$ cat src/rtl/sdram_pkg.sv
// Shared types and constants for the SDRAM write-data path.
// Occupancy encoding and skid depth used by fifo_reader.
package sdram_pkg;

  typedef enum logic [1:0] {
    EMPTY = 2'd0,
    ONE   = 2'd1,
    TWO   = 2'd2
  } occ_e;

  localparam int SKID_DEPTH    = 2;
  localparam int DEF_BUS_WIDTH = 16;

endpackage

$ cat src/rtl/skid_buf_2.sv
// Two-entry skid buffer: tail written on push, head read on pop.
// Occupancy kept as a small FSM; pointers wrap mod 2.
module skid_buf_2
  import sdram_pkg::*;
#(
  parameter int W = DEF_BUS_WIDTH
) (
  input  logic         clk,
  input  logic         rst_n,
  input  logic         push,
  input  logic         pop,
  input  logic [W-1:0] din,
  output occ_e         occ,
  output logic [W-1:0] head
);

  occ_e         r_occ;
  occ_e         w_occ_nxt;
  logic [W-1:0] r_mem [SKID_DEPTH];
  logic         r_wp;
  logic         r_rp;
  logic         w_pop;
  logic         w_grow;
  logic         w_shrink;

  assign w_pop    = pop & (r_occ != EMPTY);
  assign w_grow   = push & ~w_pop;
  assign w_shrink = w_pop & ~push;
  assign occ      = r_occ;
  assign head     = r_mem[r_rp];

  // Occupancy state register
  always_ff @(posedge clk or negedge rst_n) begin
    if (!rst_n) r_occ <= EMPTY;
    else        r_occ <= w_occ_nxt;
  end

  // Next occupancy: push+pop together holds the count
  always_comb begin
    w_occ_nxt = r_occ;
    unique case (1'b1)
      w_grow: begin
        unique case (r_occ)
          EMPTY:   w_occ_nxt = ONE;
          ONE:     w_occ_nxt = TWO;
          default: w_occ_nxt = r_occ;
        endcase
      end
      w_shrink: begin
        unique case (r_occ)
          TWO:     w_occ_nxt = ONE;
          ONE:     w_occ_nxt = EMPTY;
          default: w_occ_nxt = r_occ;
        endcase
      end
      default: w_occ_nxt = r_occ;
    endcase
  end

  // Storage and pointer pair; cleared so head reads 0 out of reset
  always_ff @(posedge clk or negedge rst_n) begin
    if (!rst_n) begin
      for (int i = 0; i < SKID_DEPTH; i++) r_mem[i] <= '0;
      r_wp <= 1'b0;
      r_rp <= 1'b0;
    end else begin
      if (push) begin
        r_mem[r_wp] <= din;
        r_wp        <= ~r_wp;
      end
      if (w_pop) r_rp <= ~r_rp;
    end
  end

  // Credit logic upstream must never push into a full buffer
  a_no_overflow: assert property (
    @(posedge clk) disable iff (!rst_n)
    !(r_occ == TWO && push)
  );

endmodule

$ cat src/rtl/fifo_reader.sv
// Read-side consumer of the dual-clock fifo, valid/ready output.
// Optional popped-word counter enabled by FIFO_RD_COUNT_EN.
module fifo_reader
  import sdram_pkg::*;
#(
  parameter int BUS_WIDTH = DEF_BUS_WIDTH,
  parameter int CNT_WIDTH = 16
) (
  input  logic                 clk,
  input  logic                 rst_n,
  input  logic                 empty_n,
  input  logic [BUS_WIDTH-1:0] fifo_data,
  output logic                 rd,
  output logic                 out_valid,
  input  logic                 out_ready,
  output logic [BUS_WIDTH-1:0] out_data
`ifdef FIFO_RD_COUNT_EN
  ,
  output logic [CNT_WIDTH-1:0] word_cnt
`endif
);

  occ_e       w_occ;
  logic       r_rd_q;
  logic       w_pop;
  logic [1:0] w_occ_est;
  logic [2:0] w_credit_use;

  if (CNT_WIDTH < 1 || BUS_WIDTH < 1) begin : g_bad_param
    $error("fifo_reader: widths must be positive");
  end

  assign w_pop     = out_valid & out_ready;
  assign out_valid = (w_occ != EMPTY);

  // Slots already spoken for: survivors after this pop plus the word in flight
  assign w_occ_est    = w_occ - 2'(w_pop);
  assign w_credit_use = {1'b0, w_occ_est} + {2'b00, r_rd_q};
  assign rd = rst_n & empty_n & (w_credit_use < 3'(SKID_DEPTH));

  // Track the pop whose data lands on the next edge
  always_ff @(posedge clk or negedge rst_n) begin
    if (!rst_n) r_rd_q <= 1'b0;
    else        r_rd_q <= rd;
  end

  skid_buf_2 #(
    .W(BUS_WIDTH)
  ) u_skid (
    .clk  (clk),
    .rst_n(rst_n),
    .push (r_rd_q),
    .pop  (w_pop),
    .din  (fifo_data),
    .occ  (w_occ),
    .head (out_data)
  );

`ifdef FIFO_RD_COUNT_EN
  logic [CNT_WIDTH-1:0] r_cnt;

  assign word_cnt = r_cnt;

  // Delivered-word counter, wraps naturally
  always_ff @(posedge clk or negedge rst_n) begin
    if (!rst_n)     r_cnt <= '0;
    else if (w_pop) r_cnt <= r_cnt + 1'b1;
  end
`endif

endmodule

$ cat config.mk
export PLATFORM = sky130hd
export DESIGN_NAME = fifo_reader
export DESIGN_NICKNAME = d
export VERILOG_FILES = /design/src/rtl/sdram_pkg.sv /design/src/rtl/skid_buf_2.sv /design/src/rtl/fifo_reader.sv
export SDC_FILE = /design/constraint.sdc
export NUM_CORES = 1
export LEC_CHECK = 0
export CELL_PAD_IN_SITES_DETAIL_PLACEMENT = 1
export CELL_PAD_IN_SITES_GLOBAL_PLACEMENT = 2
export CORE_AREA = 2 2 86 88
export CTS_CLUSTER_SIZE = 12
export DETAILED_ROUTE_END_ITERATION = 7
export DIE_AREA = 0 0 88 90
export PLACE_DENSITY_LB_ADDON = 0.05
export SLEW_MARGIN = 20
export SYNTH_ARGS = -nofsm -noshare
export SYNTH_HDL_FRONTEND = slang
export SYNTH_SLANG_ARGS = --single-unit
$ cat constraint.sdc
create_clock -name clk -period 1.68 [get_ports clk]
set_input_delay 0.42 -clock clk [delete_from_list [all_inputs] [get_ports clk]]
set_output_delay 0.42 -clock clk [all_outputs]
set_load 0.02 [all_outputs]
-- Yosys cells after proc, flatten, opt, wreduce, memory -nomap -nowiden
Index checks and enable logic that the tools add are counted.
- bits in registers: 37
- bits of input ports: 20
- output and inout port bits: 18
- word-level logic and storage cells: 42
- add/subtract/negate cells: 2
- order comparisons: 4
- eq/ne operators: 4
- mux-type cells: 9
- bitwise logic cells: 12
- reduce and logical (&&, ||, !) cells: 5
- operators with widths (kind ; number):
    $mux W16 ; 4
    $bwmux W32 ; 1
    $demux W16 S1 ; 1
    $pmux W2 S2 ; 3
    $and A1 B1 Y1 ; 6
    $ne A3 B3 Y1 const B ; 2
    $ge A2 B2 Y1 const B ; 2
    $not A1 Y1 ; 4
    $not A1 Y2 ; 2
    $reduce_bool A2 Y1 ; 2
    $add A2 B1 Y3 ; 1
    $lt A3 B2 Y1 const B ; 1
    $reduce_and A3 Y1 ; 1
    $eq A2 B1 Y1 const B ; 1
    $eq A2 B2 Y1 const B ; 1
    $logic_not A2 Y1 ; 1
    $lt A2 B1 Y1 const B ; 1
    $sub A2 B1 Y2 ; 1
    $logic_and A1 B1 Y1 ; 1

-- Depth between registers and ports, before layout
Gate-level depths: netlist (run 1).
- word-level depth: 7
- mapped depth: 7
- gate-level depth less buffers: 7

-- Modules after synthesis
A second synthesis (run 1) with hierarchy kept.
- cell total of the unflattened synthesis: 115
- area, all modules: 1731.7 um^2
- by module, submodules not included (module ; instances ; cells an instance ; area an instance (um^2) ; seq. area each (um^2)):
    skid_buf_2 ; 1 ; 106 ; 1649.1 ; 900.9
    fifo_reader ; 1 ; 9 ; 82.6 ; 25.0

-- Worst setup path before layout (run 1)
OpenSTA, ideal clock, no wires.
- kind: flip-flop to output port
- start point: register u_skid.r_occ[1], in the netlist u_skid.occ[1]
- end point: output rd
- data arrival time: 1493 ps
- required time: 1260 ps
- slack: -233 ps
- cell stages (with the launch flop): 8
- buffers on the path: 0
- path through: dfrtp_1 inv_1 ha_1 nand2b_1 inv_1 ha_1 xnor2_1 o2111a_1
- cells in the longest elaborated chain, start to end: 6
- ends and longest elaborated chain (item ; line ; source):
    start, declared ; skid_buf_2.sv:17 ; occ_e r_occ;
    start signal, assigned ; skid_buf_2.sv:35 ; else r_occ <= w_occ_nxt;
    $reduce_bool A2 Y1 ; fifo_reader.sv:34 ; assign out_valid = (w_occ != EMPTY);
    $and A1 B1 Y1 ; fifo_reader.sv:33 ; assign w_pop = out_valid & out_ready;
    $sub A2 B1 Y2 * ; fifo_reader.sv:37 ; assign w_occ_est = w_occ - 2'(w_pop);
    $add A2 B1 Y3 * ; fifo_reader.sv:38 ; assign w_credit_use = {1'b0, w_occ_est} + {2'b00, r_rd_q};
    $lt A3 B2 Y1 * ; fifo_reader.sv:39 ; assign rd = rst_n & empty_n & (w_credit_use < 3'(SKID_DEPTH));
    $and A1 B1 Y1 * ; fifo_reader.sv:39 ;
    end, declared ; fifo_reader.sv:13 ; output logic rd,
Mark *: on every way between the ends. The rest lies on a longest branch, timed or not.

-- Final worst setup path (run 1)
- start point: register u_skid.r_occ[0], in the netlist u_skid.occ[0]
- end point: output rd
Same word-level chain as after synthesis.

==> results of run 1 <==
## cell families after synthesis
family | share of synthesized area
fa+ha+maj | 0.0219
compound gates | 0.0321
buf+inv | 0.0350
simple gates | 0.0197
xor+xnor | 0.0153
mux | 0.337
flops | 0.539
## registers in the layout (all words and copies together) (netlist names)
signal / cells
u_skid.r_mem: 32
r_rd_q: 1
u_skid.r_rp: 1
u_skid.occ: 2
u_skid.r_wp: 1
## power by group
| part | switching (W) | internal (W) |
|---|---|---|
| clock | 0.000316 | 0.000484 |
| combinational | 0.00127 | 0.00199 |
| sequential | 0.000269 | 0.00135 |
## Yosys cell counts, types with 2 or more instances
master / instances
sky130_fd_sc_hd__o21ai_0: 2
sky130_fd_sc_hd__mux2_4: 10
sky130_fd_sc_hd__mux2_2: 38
sky130_fd_sc_hd__dfrtp_1: 37
sky130_fd_sc_hd__inv_1: 4
sky130_fd_sc_hd__nand2b_1: 2
sky130_fd_sc_hd__a21oi_1: 2
sky130_fd_sc_hd__buf_2: 2
sky130_fd_sc_hd__ha_1: 3
sky130_fd_sc_hd__xnor2_1: 2
## timing repair
item	in CTS	in global routing
pin swaps	4	1
cloned	0	0
setup buffers	6	2
gates resized for setup	101	32
setup endpoints to repair	18	18
## metrics by stage
step                 util  cells
floorplan               -    113
global placement    0.332    261
detailed placement  0.332    261
CTS                 0.358    275
global route        0.371    274
finish              0.371    274
## routing by layer
| metal | share of wire | GRT usage | up-vias |
|---|---|---|---|
| li1 | - | - | 521 |
| met1 | 0.44 | 0.133 | 572 |
| met2 | 0.50 | 0.169 | 27 |
| met3 | 0.042 | 0.0358 | 6 |
| met4 | 0.016 | 0.0385 | 0 |
| met5 | 0 | 0 | - |
## critical path: stages (launching register included)
cell and delay (ps):
sky130_fd_sc_hd__dfrtp_1 390, sky130_fd_sc_hd__inv_2 90, sky130_fd_sc_hd__ha_4 130, sky130_fd_sc_hd__nand2b_4 120
sky130_fd_sc_hd__inv_2 40, sky130_fd_sc_hd__ha_4 150, sky130_fd_sc_hd__xnor2_2 120, sky130_fd_sc_hd__o2111a_2 210
sky130_fd_sc_hd__buf_6 120
## worst paths after layout
path	start	to	slack, ps
max in group asynchronous	rst_n	u_skid.r_rp$_DFFE_PN0P_	1070
setup reg to reg	r_rd_q$_DFF_PN0_	u_skid.r_mem[11]$_DFFE_PN0P_	310
hold / removal	rst_n	u_skid.r_mem[2]$_DFFE_PN0P_	250
setup / recovery	u_skid.occ[0]$_DFFE_PN0P_	rd	-390
min in group clk	rst_n	r_rd_q$_DFF_PN0_	470
hold reg to reg	u_skid.r_mem[25]$_DFFE_PN0P_	u_skid.r_mem[25]$_DFFE_PN0P_	510
## cell usage in the layout, fill, tap and decap left out
cell type / synthesis / final
sky130_fd_sc_hd__xnor2_1: 2 / 1
sky130_fd_sc_hd__nand2_1: 1 / 1
sky130_fd_sc_hd__o2111a_2: 0 / 1
sky130_fd_sc_hd__dfrtp_2: 0 / 1
sky130_fd_sc_hd__clkdlybuf4s50_1: 0 / 18
sky130_fd_sc_hd__inv_1: 4 / 1
sky130_fd_sc_hd__xnor2_2: 0 / 1
sky130_fd_sc_hd__clkbuf_8: 0 / 6
sky130_fd_sc_hd__a311oi_1: 1 / 1
sky130_fd_sc_hd__ha_1: 3 / 1
sky130_fd_sc_hd__nand2b_4: 0 / 1
sky130_fd_sc_hd__mux2_2: 38 / 23
sky130_fd_sc_hd__inv_2: 1 / 4
sky130_fd_sc_hd__buf_6: 1 / 23
sky130_fd_sc_hd__buf_12: 1 / 2
sky130_fd_sc_hd__clkbuf_1: 0 / 1
sky130_fd_sc_hd__nor2_4: 1 / 1
sky130_fd_sc_hd__bufinv_16: 0 / 1
sky130_fd_sc_hd__a21oi_1: 2 / 2
sky130_fd_sc_hd__dfrtp_1: 37 / 36
sky130_fd_sc_hd__o21ai_0: 2 / 2
sky130_fd_sc_hd__a221oi_1: 1 / 1
sky130_fd_sc_hd__o22ai_1: 1 / 1
sky130_fd_sc_hd__buf_2: 2 / 1
sky130_fd_sc_hd__nand2_2: 1 / 1
sky130_fd_sc_hd__mux2_4: 10 / 25
sky130_fd_sc_hd__ha_4: 0 / 2
sky130_fd_sc_hd__buf_4: 0 / 14
sky130_fd_sc_hd__nand2b_1: 2 / 1
sky130_fd_sc_hd__xor2_1: 1 / 1
## final cells by class
| class | instances | area (um^2) |
|---|---|---|
| Fill cell | 717 | 4420 |
| Tap cell | 99 | 124 |
| Clock buffer | 7 | 86.3 |
| Sequential cell | 37 | 927 |
| Timing Repair Buffer | 58 | 589 |
| Inverter | 5 | 18.8 |
| Multi-Input combinational cell | 67 | 828 |
| Clock inverter | 1 | 30.0 |
==> key figures, run 1 <==
STA
  – Final Hold Slack: 246 ps
  – Setup clock skew after layout: 7.39 ps
  – Period utilisation layout: 1.23
  – Final number of max-transition violations: 0
  – Max-slew headroom at the worst pin: 0.684
  – Setup repair after global routing missed its margin: yes
  – Fin. Hold Viols: 0
  – Highest clock frequency the design can meet: 482 MHz
  – Tightest Pin Transition: 475 ps
  – Tmin final: 2070 ps
  – Aggregate negative setup slack: -1750 ps
  – Final setup violation count: 17
  – Final worst slack: -394 ps

Routing
  – DR pass1 iterations: 2
  – Ratio of routed vias to standard cells: 4.11
  – Routed wire length: 3980 um
  – DRC violations left: 0
  – WL per Instance: 14.5 um
  – Overall via count from detail_route: 1126
  – Number of DRC markers after the initial detailed-route iteration: 27
  – ANT nets after route: 0

Layout
  – Layout area overhead: 51.7%
  – Final net count: 197
  – Proportion of layout cells with a drive suffix above 1: 0.611
  – Diode insertion count for antenna repair: 0
  – Summed area of non-filler cells in the final layout: 2600 um^2

GRT
  – First-pass GRT wire length: 6330 um
  – Global route overflow: 0
  – Combined global-route utilization of all metal layers: 0.106
  – Antenna violations before repair: 0
  – Pin count of the biggest net entering global routing: 38
  – Via count of the first global-routing pass: 1245

Logic synthesis
  – Number of unique standard cell types used by synthesis: 21
  – Syn nets: 136
  – Count of flip-flops with a built-in enable after synthesis: 0
  – Cell type with the highest aggregate area in the netlist: sky130_fd_sc_hd__dfrtp_1
  – Flip-flop and latch count after synthesis: 37
  – FFs w/ async S/R, synth: 1.00
  – Top cells by area in the synthesized netlist: sky130_fd_sc_hd__dfrtp_1, sky130_fd_sc_hd__mux2_2, sky130_fd_sc_hd__mux2_4
  – Yosys warning count: 0
  – Avg Cell Area, Syn: 15.2 um^2
  – Top cell type's share of synthesized area: 0.539
  – Sequential fraction of the synthesis area: 0.539
  – Prevailing post-synth register cell: sky130_fd_sc_hd__dfrtp_1
  – Post-synthesis instance total: 113
  – Cell area after synthesis: 1720 um^2

Clock network
  – TritonCTS clock tree: built
  – Clock buffer depth: 2
  – Clock sink count: 37
  – Clock transition at the registers of the reported paths: 80 ps
  – CTS Root Buffer Type: sky130_fd_sc_hd__clkbuf_8
  – Number of buffers created by CTS: 5
  – Count of hold buffers inserted by post-cts repair: 0
  – Clock insertion delay at the later pin of the skew report: 290 ps
  – Maximum level of the CTS H-tree: 2

Placed design
  – Port Buffer Count: 37
  – Total placed instance area: 2330 um^2
  – HPWL after DPL: 2830 um
  – GP Congestion: 0.655
  – Worst-case setup slack after placement: -887 ps

Floorplan
  – Die Y: 90 um
  – DIE AREA: 7920 um^2
  – Boundary Pins: 38
  – Core box area: 7020 um^2
  – Site Rows: 31
  – Die X-Extent: 88 um
  – Initial core utilization: 0.245

Setup path
  – Required time worst endpoint: 1260 ps
  – Type of origin of the critical path: flip-flop
  – Worst Path Class, Setup: reg -> out
  – Crit path max fanout: 2
  – Depth of the worst register-to-register path: 4
  – WP data arrival: 1650 ps
  – Type of element capturing the critical path: primary output

Worst hold path
  – Worst hold path class: in -> async

Run status
  – Violations in the final reports: negative setup slack
  – Result of the run: complete, but fails checks

Power and ir drop
  – Power density of the placed cells: 2180 nW/um^2
  – Overall power: 0.00567 W
  – Leakage power figure: 1.16 nW
  – Maximum vdd drop: 0.000651 V

Job
  – MaxCap Viol Count: 0
Power figures use the tool's default switching activity.
==> inputs of run 2 (changes only) <==
--- a/config.mk
+++ b/config.mk
@@ -7,10 +7,11 @@
 export LEC_CHECK = 0
 export CELL_PAD_IN_SITES_DETAIL_PLACEMENT = 1
 export CELL_PAD_IN_SITES_GLOBAL_PLACEMENT = 2
-export CORE_AREA = 2 2 86 88
+export CORE_AREA = 2 2 62 123
+export CTS_BUF_LIST = sky130_fd_sc_hd__clkbuf_8
 export CTS_CLUSTER_SIZE = 12
 export DETAILED_ROUTE_END_ITERATION = 7
-export DIE_AREA = 0 0 88 90
+export DIE_AREA = 0 0 64 125
 export PLACE_DENSITY_LB_ADDON = 0.05
 export SLEW_MARGIN = 20
 export SYNTH_ARGS = -nofsm -noshare
==> run 2 against run 1 <==
Sequential power is essentially flat. Clock power is 16% lower. Critical path depth is 1 lower. Critical endpoint unchanged. The run still ends with negative setup slack left. Wire length rose by 4.3%. Highest routed layer unchanged.
==> key figures, run 2 (synthesis results as in run 1) <==
Run status
  – Result of the run: complete, but fails checks (unchanged)
  – Violations in the final reports: negative setup slack (unchanged)

Setup path
  – Type of element capturing the critical path: primary output (unchanged)
  – Crit Reg-Reg Startpoint: u_skid.occ[1]$_DFFE_PN0P_ (was r_rd_q$_DFF_PN0_)
  – CP Capture Point: rd (unchanged)
  – Startpoint of the most critical setup path: u_skid.occ[1]$_DFFE_PN0P_ (was u_skid.occ[0]$_DFFE_PN0P_)
  – Worst Path Class, Setup: reg -> out (unchanged)
  – Crit path max fanout: 2 (unchanged)
  – Endpoint of the most critical register-to-register path: u_skid.occ[0]$_DFFE_PN0P_ (was u_skid.r_mem[11]$_DFFE_PN0P_)
  – Type of origin of the critical path: flip-flop (unchanged)
  – WP data arrival: 1670 ps (was 1650 ps)
  – Required time worst endpoint: 1260 ps (about the same)
  – Flop-to-flop setup slack: 230 ps (was 310 ps)
  – Depth of the worst register-to-register path: 7 (was 4)

Power and ir drop
  – Leakage power figure: 1.17 nW (was 1.16 nW)
  – Maximum vdd drop: 0.000682 V (was 0.000651 V)
  – Power density of the placed cells: 2150 nW/um^2 (was 2180 nW/um^2)

Routing
  – WL per Instance: 15.2 um (was 14.5 um)
  – Overall via count from detail_route: 1152 (was 1126)
  – DRC violations left: 0 (unchanged)
  – Number of DRC markers after the initial detailed-route iteration: 19 (was 27)
  – ANT nets after route: 0 (unchanged)
  – Routed wire length: 4160 um (was 3980 um)
  – Ratio of routed vias to standard cells: 4.22 (was 4.11)
  – DR pass1 iterations: 4 (was 2)

GRT
  – Antenna violations before repair: 0 (unchanged)
  – Pin count of the biggest net entering global routing: 38 (unchanged)
  – Global route overflow: 0 (unchanged)
  – First-pass GRT wire length: 6800 um (was 6330 um)
  – Combined global-route utilization of all metal layers: 0.115 (was 0.106)
  – Via count of the first global-routing pass: 1325 (was 1245)

Layout
  – Leading cell type in the layout, fill and taps excluded: sky130_fd_sc_hd__dfrtp_1 (unchanged)
  – Largest register FFs: 32 (unchanged)
  – Proportion of layout cells with a drive suffix above 1: 0.635 (was 0.611)
  – Share of the core filled with cells: 0.371 (about the same)
  – Layout area overhead: 53.4% (was 51.7%)
  – Diode insertion count for antenna repair: 0 (unchanged)
  – Summed area of non-filler cells in the final layout: 2630 um^2 (was 2600 um^2)
  – Reg with most FFs: u_skid.r_mem (unchanged)
  – Top library cells by usage in the layout, fill and taps aside: sky130_fd_sc_hd__dfrtp_1, sky130_fd_sc_hd__mux2_2, sky130_fd_sc_hd__buf_6, sky130_fd_sc_hd__mux2_4, sky130_fd_sc_hd__clkdlybuf4s50_1 (was sky130_fd_sc_hd__dfrtp_1, sky130_fd_sc_hd__mux2_4, sky130_fd_sc_hd__mux2_2, sky130_fd_sc_hd__buf_6, sky130_fd_sc_hd__clkdlybuf4s50_1)
  – Layout fillers: 751 (was 717)
  – Final net count: 203 (was 197)

Placed design
  – Worst-case setup slack after placement: -884 ps (was -887 ps)
  – Port Buffer Count: 37 (unchanged)
  – Total placed instance area: 2330 um^2 (about the same)
  – GP Congestion: 0.710 (was 0.655)
  – HPWL after DPL: 2740 um (was 2830 um)

Clock network
  – Clock buffer depth: 2 (unchanged)
  – Maximum level of the CTS H-tree: 2 (unchanged)
  – Clock sink count: 37 (unchanged)
  – Clock transition at the registers of the reported paths: 80 ps (about the same)
  – Number of buffers created by CTS: 5 (unchanged)
  – TritonCTS clock tree: built (unchanged)
  – Clock insertion delay at the later pin of the skew report: 300 ps (was 290 ps)
  – CTS Root Buffer Type: sky130_fd_sc_hd__clkbuf_8 (unchanged)

Floorplan
  – Site Rows: 44 (was 31)
  – Die Y: 125 um (was 90 um)
  – DIE AREA: 8000 um^2 (was 7920 um^2)
  – Core box area: 7100 um^2 (was 7020 um^2)
  – Initial core utilization: 0.242 (was 0.245)
  – Die X-Extent: 64 um (was 88 um)
  – Boundary Pins: 38 (unchanged)

STA
  – Fin. Hold Viols: 0 (unchanged)
  – Tightest Pin Transition: 493 ps (was 475 ps)
  – Final worst slack: -409 ps (was -394 ps)
  – Setup repair after global routing missed its margin: yes (unchanged)
  – Highest clock frequency the design can meet: 479 MHz (was 482 MHz)
  – Max-slew headroom at the worst pin: 0.671 (was 0.684)
  – Tmin final: 2090 ps (was 2070 ps)
  – Aggregate negative setup slack: -3660 ps (was -1750 ps)
  – Final Hold Slack: 212 ps (was 246 ps)
  – Setup clock skew after layout: 7.06 ps (was 7.39 ps)
  – Period utilisation layout: 1.24 (was 1.23)
  – Final setup violation count: 17 (unchanged)
  – Final number of max-transition violations: 0 (unchanged)

Worst hold path
  – Worst hold path class: in -> async (unchanged)

Job
  – MaxCap Viol Count: 0 (unchanged)
==> run 2: cell type report <==
cell class	instances	area (um^2)	share of cell area
clock inverter	2	13.8	0.00523
inverter	5	18.8	0.00713
clock buffer	6	82.6	0.0314
timing repair buffer	64	673	0.256
multi-input combinational	67	802	0.305
tap	92	115	0.0437
sequential	37	927	0.352
==> run 2: where the power goes <==
part	switching, W	leakage [nW]	total (W)	internal [W]
Clock	0.000343	0.0512	0.000676	0.000333
Combinational	0.00130	0.683	0.00338	0.00208
Sequential	0.000257	0.436	0.00160	0.00135
==> run 2: worst min-delay path by stage <==
stage | startpoint | to
after floorplan | rst_n | r_rd_q$_DFF_PN0_
after CTS | rst_n | u_skid.r_mem[5]$_DFFE_PN0P_
final | rst_n | u_skid.r_mem[5]$_DFFE_PN0P_
after detailed placement | u_skid.r_mem[12]$_DFFE_PN0P_ | u_skid.r_mem[12]$_DFFE_PN0P_
after global routing | rst_n | u_skid.r_mem[2]$_DFFE_PN0P_
after global placement | u_skid.r_mem[3]$_DFFE_PN0P_ | u_skid.r_mem[3]$_DFFE_PN0P_
==> run 2: through the flow <==
step                      cells  power [W]
after detailed placement    253    0.00440
after global placement      253    0.00436
after floorplan             113    0.00326
after global routing        273    0.00605
final                       273    0.00566
after CTS                   271    0.00551
==> run 2: critical path, cell delays in order (launching register included) <==
cell                       delay (ps)
sky130_fd_sc_hd__dfrtp_1          390
sky130_fd_sc_hd__inv_2             90
sky130_fd_sc_hd__ha_4             130
sky130_fd_sc_hd__nand2b_4         120
sky130_fd_sc_hd__inv_2             40
sky130_fd_sc_hd__ha_4             220
sky130_fd_sc_hd__o2111a_2         250
sky130_fd_sc_hd__buf_6            130
==> run 2: metal layers <==
layer,vias up,part of all wire,GRT usage
li1,533,-,-
met1,588,0.40,0.131
met2,24,0.53,0.188
met3,7,0.041,0.0324
met4,0,0.029,0.0691
met5,-,0,0
==> run 2: timing repair <==
action	CTS	global route
buffers inserted	9	4
endpoints found under the setup margin	18	18
hold buffers	0	0
pin swaps	2	1
gates resized for setup	104	21
cloned	1	0
==> inputs of run 3 (changes only) <==
--- a/config.mk
+++ b/config.mk
@@ -12,6 +12,7 @@
 export CTS_CLUSTER_SIZE = 12
 export DETAILED_ROUTE_END_ITERATION = 7
 export DIE_AREA = 0 0 64 125
+export HOLD_SLACK_MARGIN = 0.15
 export PLACE_DENSITY_LB_ADDON = 0.05
 export SLEW_MARGIN = 20
 export SYNTH_ARGS = -nofsm -noshare
==> results of run 3 <==
No change in the layout: final DEF, timing and power equal those of run 2.
==> RTL edit (settings of run 1) <==
Add a define of `FIFO_RD_COUNT_EN`.
--- a/src/rtl/fifo_reader.sv
+++ b/src/rtl/fifo_reader.sv
@@ -2,2 +2,4 @@
 // Optional popped-word counter enabled by FIFO_RD_COUNT_EN.
+`define FIFO_RD_COUNT_EN
+
 module fifo_reader
Check against the original RTL (old outputs only; new: word_cnt): equivalent (Yosys induction, for registers that start in step).
==> RTL edit against run 1 <==
  * The flow still finishes with violations (negative setup slack)
  * Final area increased by 33%
  * First-iteration DRC count increased by 78%
  * Core utilization increased by 12 points
  * Sequential cell count increased by 16
  * Wire length increased by 40%
  * Final cell count increased by 29%
  * Power increased by 10%
  * Area after synthesis increased by 41%
  * Worst setup slack got worse by 0.078 ns
  * Register-to-register slack got worse by 0.25 ns
  * Non-clock buffer count increased by 20
  * Largest power group unchanged
  * Highest routed layer is now met5
==> RTL edit: results (changes against run 1) <==
Run status
  • Outcome: finished with violations
  • Failing checks: negative setup slack

Layout
  • Post-route insts no fill: 354 (+29%)
  • Layout cells sized above 1: 42.0% (-19 points)
  • Fill count: 704 (-1.8%)

Placement
  • Cells after DPL: 338 (+30%)
  • Port bufs: 53 (+43%)
  • Post-DP Area: 3220 sq um (+38%)
  • Pre-CTS setup slack: -0.903 ns (-0.0168 ns)

Yosys
  • Syn Area/Cell: 13.7 sq um (-9.8%)
  • Library cells used by synthesis: 29 (+38%)
  • Xor/xnor share of the synthesized area: 6.54% (+5.0 points)
  • Synth Area in Compound Gates: 2.07% (-1.1 points)
  • Portion of netlist area occupied by mux cells: 22.4% (-11 points)
  • Most frequent cells after synthesis: dfrtp_1 (53), mux2_2 (40), nand2_1 (11), xnor2_1 (11), mux2_1 (8)
  • Register area share after synthesis: 55.0% (+1.0 points)
  • Syn nets: 200 (+47%)
  • Adder-cell area share of the yosys netlist: 2.07% (-0.11 points)

Detailed routing
  • Routed wire length: 5580 um (+40%)
  • Iter 0 DRT Violations: 48 (+78%)
  • Routed wl met2: 2800 um (+40%)
  • First-pass iteration count of the detailed router: 4 (+2)
  • Vias per cell: 4.66 (+13%)
  • Routed wl met3: 247 um (+46%)
  • WL met1: 2420 um (+38%)

Global route
  • First-pass GRT wire length: 9150 um (+44%)
  • Vias in the first global route: 1856 (+49%)
  • Global Route met3 Usage: 4.13% (+0.55 points)
  • Antenna violations before repair: 1 (+1)
  • GR Util All Layers: 15.0% (+4.4 points)
  • Met1 GRT Util: 18.8% (+5.6 points)

CTS
  • Total setup buffers inserted after CTS: 7 (+1)
  • Clock Pin Slew Worst Setup and Hold Paths: 0.11 ns (+0.03 ns)
  • Post-CTS sizing: 115 (+14%)
  • Clk_lat worst skew: 0.31 ns (+0.02 ns)
  • Clock buffer count from CTS: 5 (unchanged)

Pwr
  • NetSw: 2.20 mW (+19%)
  • Switching fraction of total power: 35.2% (+2.5 points)
  • Max VDD drop: 0.000601 V (-7.7%)

STA
  • Fin Setup TNS: -2.69 ns (-0.941 ns)
  • Worst hold margin: 0.269 ns (+0.0225 ns)
  • Setup ws final: -0.471 ns (-0.0777 ns)
  • Finish-stage setup viols: 17 (unchanged)

Setup path
  • Worst Path Max Fanout: 2 (unchanged)
  • Reg2Reg Depth: 7 (+3)
  • WP data arrival: 1.73 ns (+0.08 ns)
  • CP max stage delay: 0.41 ns (+0.02 ns)
  • Crit Reg-Reg Endpoint: word_cnt[6]$_DFFE_PN0P_
  • Worst R2R Setup Slack: 0.06 ns (-0.25 ns)
-- RTL edit: how the worst max path moves through the flow --
stage	to	slack, ns	cells past startpoint	startpoint
4_1_cts	rd	-0.49	8	u_skid.occ[0]$_DFFE_PN0P_
3_5_place_dp	rd	-0.90	7	out_ready
2_1_floorplan	rd	-0.23	8	u_skid.occ[1]$_DFFE_PN0P_
6_report	rd	-0.47	8	u_skid.occ[0]$_DFFE_PN0P_
5_1_grt	rd	-0.55	8	u_skid.occ[0]$_DFFE_PN0P_
3_3_place_gp	rd	-0.87	7	out_ready
-- RTL edit: area by class of cell --
type | count | area [sq um] | share of cell area [%]
Clock inverter | 3 | 21.3 | 0.616
Tap cell | 99 | 124 | 3.59
Timing Repair Buffer | 78 | 768 | 22.2
Clock buffer | 5 | 68.8 | 1.99
Inverter | 4 | 20.0 | 0.580
Sequential cell | 53 | 1330 | 38.4
Multi-Input combinational cell | 112 | 1120 | 32.5
